$ cat src/rtl/irq_latch_pkg.sv
// ----------------------------------------------------------------------------
// irq_latch_pkg
// Shared constants and helpers for the interrupt latch controller.
//   REG_*          : register indices of the 4-entry CPU bus window
//   MAX_SRC        : widest supported source count (register width)
//   ID_W           : width of the encoded interrupt id
//   lowest_set_idx : priority encoder, bit 0 has the highest priority
// ----------------------------------------------------------------------------
package irq_latch_pkg;

  localparam int MAX_SRC = 8;
  localparam int ID_W    = 3;

  localparam logic [1:0] REG_PENDING = 2'd0;
  localparam logic [1:0] REG_MASK    = 2'd1;
  localparam logic [1:0] REG_OVERRUN = 2'd2;
  localparam logic [1:0] REG_STATUS  = 2'd3;

  typedef logic [MAX_SRC-1:0] src_vec_t;

  // Scan from the top down so the last hit (lowest index) wins; an empty
  // vector encodes as 0.
  function automatic logic [ID_W-1:0] lowest_set_idx(input src_vec_t v);
    logic [ID_W-1:0] idx;
    idx = '0;
    for (int i = MAX_SRC - 1; i >= 0; i--) begin
      if (v[i]) idx = ID_W'(i);
    end
    return idx;
  endfunction

endpackage

$ cat src/rtl/irq_latch_ctrl_cell.sv
// ----------------------------------------------------------------------------
// irq_src_cell
// Latch for a single interrupt source: previous-sample, pending and overrun
// flops plus the set/clear/overrun logic.
//   clk        : system clock
//   RESETn     : synchronous active-low reset
//   level_mode : 1 = level-sensitive, 0 = rising-edge
//   src        : interrupt request input
//   clr        : clear pending (ack or write-1 to PENDING)
//   ovr_clr    : clear the sticky overrun bit
//   pending    : latched request
//   overrun    : sticky "event arrived while already pending" flag
// ----------------------------------------------------------------------------
module irq_src_cell (
  input  logic clk,
  input  logic RESETn,
  input  logic level_mode,
  input  logic src,
  input  logic clr,
  input  logic ovr_clr,
  output logic pending,
  output logic overrun
);

  logic prev_q,    prev_d;
  logic pending_q, pending_d;
  logic overrun_q, overrun_d;
  logic edge_evt;
  logic set_evt;
  logic ovr_set;

  always_comb begin
    edge_evt  = src & ~prev_q;
    set_evt   = level_mode ? src : edge_evt;
    // A set beats a simultaneous clear so no new event is ever dropped.
    // In level mode this also makes a clear ineffective while src is high.
    pending_d = set_evt ? 1'b1 : (clr ? 1'b0 : pending_q);
    ovr_set   = ~level_mode & edge_evt & pending_q & ~clr;
    overrun_d = ovr_set | (overrun_q & ~ovr_clr);
    prev_d    = src;
  end

  always_ff @(posedge clk) begin
    if (!RESETn) begin
      // prev starts high so a source already asserted at release is ignored.
      prev_q    <= 1'b1;
      pending_q <= 1'b0;
      overrun_q <= 1'b0;
    end else begin
      prev_q    <= prev_d;
      pending_q <= pending_d;
      overrun_q <= overrun_d;
    end
  end

  assign pending = pending_q;
  assign overrun = overrun_q;

endmodule

$ cat src/rtl/irq_latch_ctrl.sv
// ----------------------------------------------------------------------------
// irq_latch_ctrl
// NUM_SRC independently latched, maskable, prioritised interrupt sources
// driving an active-low CPU IRQ line, with a 4-register bus window.
//   clk       : system clock
//   RESETn    : synchronous active-low reset
//   irq_src   : interrupt request inputs
//   ack_n     : per-source active-low hardware acknowledge
//   cs/we     : register select / write enable
//   addr      : register index (PENDING, MASK, OVERRUN, STATUS)
//   wdata     : write data
//   rdata     : combinational read data, 0 when not selected
//   irq_n     : registered active-low interrupt request
//   irq_id    : registered index of highest-priority active source
//   irq_valid : registered "any unmasked source pending"
// ----------------------------------------------------------------------------
module irq_latch_ctrl
  import irq_latch_pkg::*;
#(
  parameter int         NUM_SRC    = 4,
  parameter logic [7:0] LEVEL_MODE = 8'h00,
  parameter logic [7:0] RESET_MASK = 8'hFF
) (
  input  logic               clk,
  input  logic               RESETn,
  input  logic [NUM_SRC-1:0] irq_src,
  input  logic [NUM_SRC-1:0] ack_n,
  input  logic               cs,
  input  logic               we,
  input  logic [1:0]         addr,
  input  logic [7:0]         wdata,
  output logic [7:0]         rdata,
  output logic               irq_n,
  output logic [ID_W-1:0]    irq_id,
  output logic               irq_valid
);

  // Bits at NUM_SRC and above are held at zero everywhere.
  localparam int unsigned SRC_BITS_I = (1 << NUM_SRC) - 1;
  localparam src_vec_t    SRC_BITS   = SRC_BITS_I[MAX_SRC-1:0];

  logic      wr_pending;
  logic      wr_mask;
  logic      wr_overrun;
  src_vec_t  pend_vec;
  src_vec_t  ovr_vec;
  src_vec_t  active;
  src_vec_t  mask_q,      mask_d;
  logic      irq_valid_q, irq_valid_d;
  logic      irq_n_q,     irq_n_d;
  logic [ID_W-1:0] irq_id_q, irq_id_d;

  assign wr_pending = cs & we & (addr == REG_PENDING);
  assign wr_mask    = cs & we & (addr == REG_MASK);
  assign wr_overrun = cs & we & (addr == REG_OVERRUN);

  genvar gi;
  generate
    for (gi = 0; gi < MAX_SRC; gi++) begin : g_src
      if (gi < NUM_SRC) begin : g_used
        irq_src_cell u_cell (
          .clk        (clk),
          .RESETn     (RESETn),
          .level_mode (LEVEL_MODE[gi]),
          .src        (irq_src[gi]),
          .clr        (~ack_n[gi] | (wr_pending & wdata[gi])),
          .ovr_clr    (wr_overrun & wdata[gi]),
          .pending    (pend_vec[gi]),
          .overrun    (ovr_vec[gi])
        );
      end else begin : g_unused
        assign pend_vec[gi] = 1'b0;
        assign ovr_vec[gi]  = 1'b0;
      end
    end
  endgenerate

  // Masking only gates the request path; latching is unaffected.
  always_comb begin
    mask_d      = wr_mask ? (wdata & SRC_BITS) : mask_q;
    active      = pend_vec & mask_q;
    irq_valid_d = |active;
    irq_n_d     = ~irq_valid_d;
    irq_id_d    = lowest_set_idx(active);
  end

  always_ff @(posedge clk) begin
    if (!RESETn) begin
      mask_q      <= RESET_MASK & SRC_BITS;
      irq_valid_q <= 1'b0;
      irq_n_q     <= 1'b1;
      irq_id_q    <= '0;
    end else begin
      mask_q      <= mask_d;
      irq_valid_q <= irq_valid_d;
      irq_n_q     <= irq_n_d;
      irq_id_q    <= irq_id_d;
    end
  end

  always_comb begin
    rdata = 8'h00;
    if (cs) begin
      case (addr)
        REG_PENDING: rdata = pend_vec;
        REG_MASK:    rdata = mask_q;
        REG_OVERRUN: rdata = ovr_vec;
        default:     rdata = {irq_valid_q, 4'b0000, irq_id_q};
      endcase
    end
  end

  assign irq_n     = irq_n_q;
  assign irq_id    = irq_id_q;
  assign irq_valid = irq_valid_q;

endmodule

$ cat config.mk
export PLATFORM = sky130hd
export DESIGN_NAME = irq_latch_ctrl
export DESIGN_NICKNAME = d
export VERILOG_FILES = /design/src/rtl/irq_latch_pkg.sv /design/src/rtl/irq_latch_ctrl_cell.sv /design/src/rtl/irq_latch_ctrl.sv
export SDC_FILE = /design/constraint.sdc
export NUM_CORES = 1
export LEC_CHECK = 0
export CAP_MARGIN = 10
export CORE_MARGIN = 2
export CORE_UTILIZATION = 39
export DETAILED_ROUTE_END_ITERATION = 8
export PLACE_DENSITY = 0.74
export SLEW_MARGIN = 15
export SYNTH_ARGS = -nofsm -noshare
export SYNTH_HDL_FRONTEND = slang
export SYNTH_HIERARCHICAL = 1
export SYNTH_SLANG_ARGS = --single-unit
$ cat constraint.sdc
create_clock -name clk -period 1.2 [get_ports clk]
set_clock_uncertainty 0.2 [all_clocks]
set_input_delay 0.18 -clock clk [delete_from_list [all_inputs] [get_ports clk]]
set_output_delay 0.18 -clock clk [all_outputs]
set_load 0.05 [all_outputs]
== After elaboration in Yosys (flattened, before gate mapping) ==
Cells that the tools add are included.

* Input port bits: 22
* Flip-flop bits (word level): 21
* Output and inout bits: 13

* Reductions and logical operators: 9
* Bitwise logic cells: 55
* Mux-type cells: 17
* Equality and inequality tests: 2

{| class="wikitable"
|+ Operators by type and width
! kind !! count
|-
| $and A1 B1 Y1 || 28
|-
| $pmux W8 S3 || 1
|-
| $not A1 Y1 || 18
|-
| $mux W3 || 4
|-
| $mux W1 || 9
|-
| $mux W8 || 1
|-
| $or A1 B1 Y1 || 8
|-
| $reduce_bool A2 Y1 || 4
|-
| $reduce_or A8 Y1 || 1
|-
| $reduce_or A5 Y1 || 1
|-
| $and A4 B4 Y4 || 1
|-
| $mux W2 || 2
|-
| $reduce_or A3 Y1 || 1
|-
| $eq A2 B1 Y1 const B || 1
|-
| $eq A2 B2 Y1 const B || 1
|-
| $logic_not A2 Y1 || 1
|-
| $reduce_or A2 Y1 || 1
|}

== Depth between registers and ports, before layout ==
* Depth after elaboration: 7
* Gate-level depth with buffers: 6
* Gate-level depth less buffers: 5

== Cells and area by module ==
The synthesis kept the hierarchy.

{| class="wikitable"
|+ Modules (own cells, without submodules)
! module !! sequential area each (µm²) !! instances !! area an instance (µm²) !! cells an instance
|-
| irq_latch_ctrl || 160.2 || 1 || 531.8 || 64
|-
| irq_src_cell || 60.1 || 4 || 113.9 || 12
|}

== Least setup slack after synthesis ==
No wires, ideal clock.

* Kind: reg-to-output
* From: reg g_src[2].g_used.u_cell.pending_q
* To: out rdata[2]
* Stages on the path, launching flop included: 4
* Data required time: 820 ps
* Buffers on the path: 0
* Arrival time: 1718 ps
* Slack: -898 ps
* Cell sequence: dfxtp_1 -> nor2b_1 -> a211oi_1 -> a211oi_1

* Cells in the longest elaborated chain, start to end: 2

{| class="wikitable"
|+ RTL lines
! what !! line !! RTL
|-
| from (decl) || irq_latch_ctrl_cell.sv:26 || <nowiki>logic pending_q, pending_d;</nowiki>
|-
| from (signal assigned) || irq_latch_ctrl_cell.sv:51 || <nowiki>pending_q <= pending_d;</nowiki>
|-
| $pmux W8 S3 || irq_latch_ctrl.sv:104 || <nowiki>case (addr)</nowiki>
|-
| $mux W8 || irq_latch_ctrl.sv:103 || <nowiki>if (cs) begin</nowiki>
|-
| to (decl) || irq_latch_ctrl.sv:32 || <nowiki>output logic [7:0] rdata,</nowiki>
|}

No other way between the ends.

== Worst setup path in the final report ==
* From: reg irq_id_q[0], in the netlist irq_id[0]
* To: out rdata[0]

* Cells in the longest elaborated chain, start to end: 2

{| class="wikitable"
|+ RTL lines
! what !! line !! RTL
|-
| from (decl) || irq_latch_ctrl.sv:51 || <nowiki>logic [ID_W-1:0] irq_id_q, irq_id_d;</nowiki>
|-
| from (signal assigned) || irq_latch_ctrl.sv:97 || <nowiki>irq_id_q <= irq_id_d;</nowiki>
|-
| $pmux W8 S3 || irq_latch_ctrl.sv:104 ||
|-
| $mux W8 || irq_latch_ctrl.sv:103 ||
|}

No other way between the ends.

==> flow_summary.toml <==
[logic_synthesis]
synth_cell_type_count = 27
synth_top_area_cell = "dfxtp_1"
syn_area_per_cell_um2 = 8.814
synth_most_common_cell = "dfxtp_1"
syn_area_um2 = 987.2
ys_seq_area_share_pct = 40.56
synth.area.top_cells = "dfxtp_1 (41%), nand2_1 (7.2%), nand2b_1 (5.7%)"
synth-edff-count = 0
async_reset_ff_share_pct = 0
postSynthCellCount = 112
yosysWarnings = 6
ys_seq_elements = 20
synth_top_area_share_pct = 40.56
ys.flop_type = "dfxtp_1"
synth_common_cells = "dfxtp_1 (20), nand2_1 (19), nand2b_1 (9)"

[pwr]
p_total_uw = 1811
powerDensity_nw_per_um2 = 997.6
vdd_ir_drop_max_v = 0.0008569
p_leak_uw = 0.0008056

[cells_and_area]
stdcell_area_um2 = 1815
fin_nets = 196
instances_no_fill = 203
drive_gt1_share_pct = 45.09
syn2layout_area_growth_pct = 83.90
antenna_cells = 0

[setup_path]
endpoint_kind = "output port"
slowest_delay_ps = 460
arrival_ps = 1430
worst_path_max_delay_cell = "mux4_2"
worstSetupStartpointType = "flip-flop"
cp_cell_sequence = "mux4_2 -> and2_4 -> buf_6"
path_max_fanout = 2
cp.required_ps = 820
criticalPathCategory = "flip-flop to output port"

[floorplan]
die_width_um = 54.31
die_area_um2 = 2950
start_util_pct = 40.59
die_h_um = 54.31
core_area_um2 = 2432
io_pins = 35
num_rows = 18

[job]
cap_violations = 0

[route]
wl_um = 2797
drc = 0
firstDrtPassIters = 6
antenna_left = 0
num_vias = 1029
drt_first_iter_violations = 7
via_per_inst = 5.069
wl_per_cell_um = 13.78

[placement]
postPlaceCellArea_um2 = 1583
dp_slack_ps = -813.4
dp_cells = 192
post-dp-hpwl_um = 1861
numPortBuffers = 26
gp_congestion = 0.8017

[timing]
period_share_pct = 150.9
holdWs_ps = 282.6
maxSlewViolCount = 0
clock.fmax_ghz = 0.5524
setup_violations = 11
grt_setup_unrepaired = "true"
postLayoutSetupSlackWorst_ps = -610.4
fin_crit_ps = 1810
hold_viol = 0

[global_routing]
antenna_found_initial = 0
grt_max_degree = 24
first_global_vias = 970
grt_pass1_wl_um = 4264
overflow = 0
track_usage_pct = 20.23

[clocking]
hold_buffers = 0
clk_pin_slew_ps = 120
insertion_delay_ps = 310
cts_tree = "yes"
cts_sinks = 20
htreeDepth = 1
cts-root-buf = "clkbuf_4"
clockBufferDepth = 2
cts_buffers = 3

[min_path]
hp-class = "input pin to flip-flop"

[run_status]
run_status = "finished with violations"
violations = "negative setup slack"
## critical path, delay by kind of cell, from the launching register on
family                 cells  cell delay (ps)
multiplexers               1              460
flip-flops                 1              370
AND/OR/NAND/NOR            1              160
buffers and inverters      1              140
## final timing paths
kind                                                      from  depth (start not counted)                             end  slack, ps
worst max-delay path                                 irq_id[0]                          3                        rdata[0]       -610
worst min-delay path                                irq_src[2]                          3  g_src[2].g_used.u_cell/pending        280
worst max register to register  g_src[3].g_used.u_cell/pending                          4                       irq_valid        -50
worst min register to register  g_src[1].g_used.u_cell/overrun                          2  g_src[1].g_used.u_cell/overrun        310
## flip-flops by register name, summed over array words and instances, names as in the netlist
signal	flops
g_src.g_used.u_cell/prev_q	4
irq_id	2
irq_n	1
g_src.g_used.u_cell/overrun	4
g_src.g_used.u_cell/pending	4
mask_q	4
irq_valid	1
## where the power goes
| group | leakage (uW) | total, uW | internal, uW | switching, uW |
|---|---|---|---|---|
| clock | 0.0000279 | 554 | 338 | 216 |
| combinational | 0.000611 | 538 | 286 | 253 |
| sequential | 0.000166 | 719 | 696 | 22.8 |
## logic make-up after synthesis
| group | after synthesis | synth area share (%) |
|---|---|---|
| flip-flops | 20 | 40.56 |
| multiplexers | 7 | 9.632 |
| AND/OR/NAND/NOR | 56 | 30.55 |
| other | 1 | 0.3799 |
| buffers and inverters | 11 | 6.590 |
| AO/OA/AOI/OAI | 17 | 12.29 |
## layer usage
| layer | track usage (%) | wire length [um] | up-vias |
|---|---|---|---|
| met5 | 0 | 0 | - |
| met4 | 9.583 | 40 | 0 |
| met3 | 3.279 | 154 | 7 |
| met2 | 34.34 | 1495 | 39 |
| met1 | 24.79 | 1106 | 496 |
| li1 | - | - | 487 |
## placed cells by master (no fill, tap or decap), types with 3 or more instances in the layout
cell type,n
inv_1,5
nor2_1,4
nand3_1,5
and2_4,4
buf_12,8
buf_6,14
nand3b_1,4
buf_4,14
mux2i_1,4
o21ai_2,4
dfxtp_1,13
clkdlybuf4s50_1,13
nand2_1,16
nand2_2,3
conb_1,12
dfxtp_4,3
and2_1,3
o21ai_0,4
clkbuf_4,3
nand2b_1,4
nand2b_4,5
a21boi_1,3
dfxtp_2,4
## through the flow
step	util, %	setup TNS [ps]
2_1_floorplan	-	-1033
3_3_place_gp	65.07	-11920
3_5_place_dp	65.07	-12430
4_1_cts	71.97	-2645
5_1_grt	74.64	-3302
6_report	74.64	-2820
## timing repair
action / 4_1_cts / 5_1_grt
cloned: 1 / 0
endpoints found under the setup margin: 23 / 19
pin swaps: 9 / 5
setup buffers: 6 / 3
gates resized for setup: 35 / 15
## layout make-up
type                    count  area [um2]
clock buffers               3       22.52
clock inverters             1       30.03
fillers                   186       616.8
inverters                   5       18.77
multi-input cells          92       704.4
flip-flops and latches     20       416.7
well taps                  30       37.54
repair buffers             52       585.6
No activity file was read; power rests on OpenSTA's default activity.
